## config.mk

```make
export PLATFORM = sky130hd
export DESIGN_NAME = minmax_window_ctl
export DESIGN_NICKNAME = d
export VERILOG_FILES = /design/src/rtl/minmax_window_ctl.sv
export SDC_FILE = /design/constraint.sdc
export NUM_CORES = 1
export LEC_CHECK = 0
export ABC_AREA = 0
export CORE_MARGIN = 5
export CORE_UTILIZATION = 57
export DETAILED_ROUTE_END_ITERATION = 8
export GPL_TIMING_DRIVEN = 0
export PLACE_DENSITY = 0.75
export REMOVE_ABC_BUFFERS = 1
export SLEW_MARGIN = 20
export SYNTH_ARGS = -nofsm -noshare
export SYNTH_HDL_FRONTEND = slang
export SYNTH_SLANG_ARGS = --single-unit
```

## constraint.sdc

```tcl
create_clock -name clk_i -period 3.7 [get_ports clk_i]
set_clock_uncertainty 0.15 [all_clocks]
set_input_delay 0.74 -clock clk_i [delete_from_list [all_inputs] [get_ports clk_i]]
set_output_delay 0.74 -clock clk_i [all_outputs]
set_load 0.02 [all_outputs]
```

## src/rtl/minmax_window_ctl.sv

```systemverilog
// Multi-channel windowed min/max tracker: per-channel running extremes, window close on
// sample count or manual strobe, snapshot bank with valid/ack/overrun handshake.
module minmax_window_ctl #(
  parameter int WIDTH     = 14,
  parameter int CHAN_BITS = 2,
  parameter int CNT_WIDTH = 16
) (
  input  logic                 clk_i,
  input  logic                 reset_n_i,
  input  logic                 enable_i,
  input  logic [WIDTH-1:0]     xin_i,
  input  logic                 xin_valid_i,
  input  logic [CHAN_BITS-1:0] xin_chan_i,
  input  logic [CNT_WIDTH-1:0] window_i,
  input  logic                 force_close_i,
  input  logic                 snap_ack_i,
  output logic                 snap_valid_o,
  output logic                 snap_overrun_o,
  input  logic [CHAN_BITS-1:0] rd_addr_i,
  output logic [WIDTH-1:0]     rd_min_o,
  output logic [WIDTH-1:0]     rd_max_o,
  output logic                 rd_empty_o,
  output logic [CNT_WIDTH-1:0] win_count_o
);

  localparam int CHANS = 1 << CHAN_BITS;

  typedef enum logic [1:0] {IDLE, ARM, RUN} state_e;

  state_e               state_q;
  logic [WIDTH-1:0]     accMin_q   [CHANS];
  logic [WIDTH-1:0]     accMax_q   [CHANS];
  logic                 accEmpty_q [CHANS];
  logic [WIDTH-1:0]     accMin_d   [CHANS];
  logic [WIDTH-1:0]     accMax_d   [CHANS];
  logic                 accEmpty_d [CHANS];
  logic [WIDTH-1:0]     updMin     [CHANS];
  logic [WIDTH-1:0]     updMax     [CHANS];
  logic                 updEmpty   [CHANS];
  logic [WIDTH-1:0]     bankMin_q  [CHANS];
  logic [WIDTH-1:0]     bankMax_q  [CHANS];
  logic                 bankEmpty_q[CHANS];
  logic [WIDTH-1:0]     bankMin_d  [CHANS];
  logic [WIDTH-1:0]     bankMax_d  [CHANS];
  logic                 bankEmpty_d[CHANS];
  logic [CNT_WIDTH-1:0] winCount_q, winCount_d;
  logic                 snapValid_q, snapValid_d;
  logic                 snapOverrun_q, snapOverrun_d;
  logic [WIDTH-1:0]     rdMin_q;
  logic [WIDTH-1:0]     rdMax_q;
  logic                 rdEmpty_q;
  logic                 runActive;
  logic                 sampleTake;
  logic                 closeWin;
  logic [CNT_WIDTH:0]   countInc;

  // updX holds the accumulators with this edge's sample folded in, so a closing sample
  // lands in the snapshot and the following sample starts the next window.
  always_comb begin
    runActive  = (state_q == RUN) && enable_i;
    sampleTake = runActive && xin_valid_i;
    countInc   = {1'b0, winCount_q} + (CNT_WIDTH+1)'(1);
    closeWin   = runActive &&
                 ((sampleTake && (window_i != '0) && (countInc >= {1'b0, window_i})) ||
                  force_close_i);

    for (int c = 0; c < CHANS; c++) begin
      updMin[c]   = accMin_q[c];
      updMax[c]   = accMax_q[c];
      updEmpty[c] = accEmpty_q[c];
      if (sampleTake && (xin_chan_i == CHAN_BITS'(c))) begin
        if (xin_i < accMin_q[c]) updMin[c] = xin_i;
        if (xin_i > accMax_q[c]) updMax[c] = xin_i;
        updEmpty[c] = 1'b0;
      end

      if (!runActive || closeWin) begin
        accMin_d[c]   = '1;
        accMax_d[c]   = '0;
        accEmpty_d[c] = 1'b1;
      end else begin
        accMin_d[c]   = updMin[c];
        accMax_d[c]   = updMax[c];
        accEmpty_d[c] = updEmpty[c];
      end

      bankMin_d[c]   = closeWin ? updMin[c]   : bankMin_q[c];
      bankMax_d[c]   = closeWin ? updMax[c]   : bankMax_q[c];
      bankEmpty_d[c] = closeWin ? updEmpty[c] : bankEmpty_q[c];
    end

    winCount_d = winCount_q;
    if (!runActive || closeWin)
      winCount_d = '0;
    else if (sampleTake && (winCount_q != '1))
      winCount_d = winCount_q + CNT_WIDTH'(1);

    // An ack arriving together with a close consumes the old data, so no overrun.
    snapValid_d   = snapValid_q;
    snapOverrun_d = snapOverrun_q;
    if (closeWin) begin
      snapValid_d   = 1'b1;
      snapOverrun_d = snapValid_q && !snap_ack_i;
    end else if (snap_ack_i) begin
      snapValid_d   = 1'b0;
      snapOverrun_d = 1'b0;
    end
  end

  always_ff @(posedge clk_i or negedge reset_n_i) begin
    if (!reset_n_i) begin
      state_q       <= IDLE;
      winCount_q    <= '0;
      snapValid_q   <= 1'b0;
      snapOverrun_q <= 1'b0;
      rdMin_q       <= '1;
      rdMax_q       <= '0;
      rdEmpty_q     <= 1'b1;
      for (int c = 0; c < CHANS; c++) begin
        accMin_q[c]    <= '1;
        accMax_q[c]    <= '0;
        accEmpty_q[c]  <= 1'b1;
        bankMin_q[c]   <= '1;
        bankMax_q[c]   <= '0;
        bankEmpty_q[c] <= 1'b1;
      end
    end else begin
      if (!enable_i) begin
        state_q <= IDLE;
      end else begin
        case (state_q)
          IDLE:    state_q <= ARM;
          ARM:     state_q <= RUN;
          RUN:     state_q <= RUN;
          default: state_q <= IDLE;
        endcase
      end
      winCount_q    <= winCount_d;
      snapValid_q   <= snapValid_d;
      snapOverrun_q <= snapOverrun_d;
      rdMin_q       <= bankMin_q[rd_addr_i];
      rdMax_q       <= bankMax_q[rd_addr_i];
      rdEmpty_q     <= bankEmpty_q[rd_addr_i];
      for (int c = 0; c < CHANS; c++) begin
        accMin_q[c]    <= accMin_d[c];
        accMax_q[c]    <= accMax_d[c];
        accEmpty_q[c]  <= accEmpty_d[c];
        bankMin_q[c]   <= bankMin_d[c];
        bankMax_q[c]   <= bankMax_d[c];
        bankEmpty_q[c] <= bankEmpty_d[c];
      end
    end
  end

  assign snap_valid_o   = snapValid_q;
  assign snap_overrun_o = snapOverrun_q;
  assign rd_min_o       = rdMin_q;
  assign rd_max_o       = rdMax_q;
  assign rd_empty_o     = rdEmpty_q;
  assign win_count_o    = winCount_q;

endmodule

```

==> impl_metrics.toml <==
[cts]
cts-root-buf = "clkbuf_16"
tritoncts = "done"
cts_buffers = 30
path_clk_slew_ps = 60
ctsHoldBuffers = 0
h-tree-depth = 1
clk_latency_ps = 560
clock-sinks = 281
clockBufferDepth = 3

[detailed_routing]
post_drt_wl_per_cell_um = 19.1
vias = 10640
first_pass_iters = 5
drtAntennaViolNets = 0
post_drt_via_cell_ratio = 5.67
drc = 0
drt-total-wl_mm = 35.9
drt_iter0_markers = 670

[logic_synthesis]
synth_edf_count = 0
avgSynthCellArea_um2 = 11.0
synth.top_cell.area_share = 0.235
syn_area_um2 = 15500
synth_flop_cell = "dfrtp_1"
seq_area_frac_synth = 0.463
ys_types = 64
async_flop_share = 1.00
yosysWarnings = 0
synth_seq_cells = 281
yosysTopAreaCell = "dfrtp_1"
synthCells = 1415
synth.area.top_cells = "dfrtp_1 (24%), dfstp_2 (23%), mux2i_1 (14%)"

[finish]
stdcell_area_um2 = 18200
n_antenna_cell = 0
drive_gt1_frac = 0.193
area_growth_pct = 16.9
nets = 1679
final_core_utilization = 0.676

[timing]
setup_viol_count_final = 0
post-route-period-util = 0.965
hold_viol = 0
worst_pin_slew_ps = 996
period_needed_ps = 3570
maxSlewViolCount = 0
clock.fmax_ghz = 0.280
relSlewSlack = 0.336

[status]
status = "complete, no violations"

[run]
cap_violations = 0

[die]
num_rows = 60
fp.dieH_um = 175
die_x_um = 175
core_um2 = 26900
floorplan.initialDensity = 0.578
die_area_um2 = 30700
ios = 87

[pwr]
combPwrFrac = 0.151
pwr-share-clk = 0.381
p_leak_nw = 9.06
swShare = 0.259
power.density_nw_per_um2 = 432
ir_worst_vdd_mv = 0.302
net-switching-power_w = 0.00204
pwr-share-seq = 0.468
internal_power_w = 0.00581

[global_route]
grt_pass1_wl_mm = 58.8
grt.overflow.total = 0
grt_util_all_layers = 0.235
grt_max_degree = 101
grt_pass1_vias = 11247
antenna_found_initial = 1

[hold_path]
min_path_type = "primary input to async pin"

[worst_setup_path]
startpoint_type = "primary input"
reg2reg_depth = 13
cp-end-kind = "register"
cp.arrival_ps = 3880
cp.required_ps = 4010
path_max_fanout = 17
worstSetupPathType = "primary input to register"

[placement]
numPortBuffers = 86
placed_area_um2 = 16800
place.gp.congestion = 0.871
dp_hpwl_mm = 23.3
==> stage by stage <==
stage | setup WS (ps) | instances | setup TNS [ps] | total power (W) | hold WS [ps]
finish | 131 | 1876 | 0 | 0.00785 | 52.0
global route | -10.6 | 1876 | -10.6 | 0.00821 | 108
CTS | 21.8 | 1867 | 0 | 0.00790 | 71.9
detailed placement | -944 | 1792 | -151640 | 0.00487 | 305
global placement | -10050 | 1777 | -2862160 | 0.00481 | 302
floorplan | -1710 | 1350 | -265250 | 0.00435 | 292
==> sequential cells by signal, summed over array words and instances (netlist names), 2 cells and up <==
register	cells
state_q	2
rd_min_o	14
bankMax_q	56
accEmpty_q	4
accMin_q	56
accMax_q	56
rd_max_o	14
bankMin_q	56
bankEmpty_q	4
win_count_o	16
==> logic make-up (layout without fill, tap and decap cells) <==
logic type / after synthesis / in the layout / synth area share
mux: 244 / 244 / 0.181
flops: 281 / 281 / 0.463
buf+inv: 312 / 430 / 0.0841
compound gates: 143 / 145 / 0.0709
xor+xnor: 29 / 29 / 0.0163
simple gates: 279 / 279 / 0.0823
fa+ha+maj: 127 / 127 / 0.102
==> path summary, 6_finish.rpt <==
path	from	end	slack, ps
hold reg to reg	bankEmpty_q[2]$_DFFE_PN1P_	bankEmpty_q[2]$_DFFE_PN1P_	310
hold / removal	reset_n_i	accMax_q[45]$_DFF_PN0_	50
min in group clk_i	bankEmpty_q[2]$_DFFE_PN1P_	bankEmpty_q[2]$_DFFE_PN1P_	310
max in group asynchronous	reset_n_i	win_count_o[2]$_DFFE_PN0P_	2410
setup reg to reg	win_count_o[0]$_DFFE_PN0P_	bankMin_q[53]$_DFFE_PN1P_	150
setup / recovery	xin_i[2]	bankMin_q[25]$_DFFE_PN1P_	130
==> layout make-up <==
type	count	area, um^2
clock buffers	44	875
clock inverters	11	110
fillers	2042	8710
inverters	247	927
multi-input cells	824	7170
flip-flops and latches	281	7200
well taps	341	427
repair buffers	128	1450
==> critical path, stage by stage <==
cell and delay [ps]:
dlygate4sd2_1 710, ha_1 370, a211o_1 290, a31oi_1 140, o21ai_0 210, a221o_1 640, a311oi_1 620, mux2i_1 150
==> metal layers <==
| metal | global-route usage | vias to the layer above | wire length [um] |
|---|---|---|---|
| met2 | 0.387 | 307 | 16900 |
| met4 | 0.0553 | 2 | 687 |
| li1 | - | 4970 | - |
| met3 | 0.0465 | 63 | 2180 |
| met5 | 0 | - | 27 |
| met1 | 0.325 | 5298 | 16200 |
==> cell usage after synthesis, types with 21 or more instances <==
cell type,n
buf_2,30
nand2_1,99
dfstp_2,135
mux2i_1,213
a21o_1,23
mux4_2,29
inv_1,247
dfrtp_1,146
a21oi_1,35
nand4_1,21
nor2_1,99
ha_1,127
==> power groups by stage <==
stage / Combinational [W] / Sequential [W] / Clock (W)
2_1_floorplan: 0.000607 / 0.00374 / 0
3_3_place_gp: 0.00111 / 0.00371 / 0
3_5_place_dp: 0.00116 / 0.00371 / 0
4_1_cts: 0.00119 / 0.00367 / 0.00304
5_1_grt: 0.00132 / 0.00373 / 0.00317
6_report: 0.00118 / 0.00368 / 0.00299
==> placed cells by master, fill, tap and decap left out, types with 31 or more instances in the layout <==
master / n
dfstp_2: 135
inv_1: 247
dfrtp_1: 143
mux2i_1: 213
nand2_1: 99
clkbuf_16: 31
nor2_1: 96
ha_1: 126
a21oi_1: 35
clkdlybuf4s50_1: 71
==> what timing repair did <==
action | 4_1_cts | 5_1_grt
hold endpoints to repair | 0 | 0
gates cloned | 3 | 1
pin swaps | 6 | 8
gates resized for setup | 23 | 11
endpoints found under the setup margin | 214 | 170
setup buffers | 17 | 8
Power figures use the tool's default switching activity.
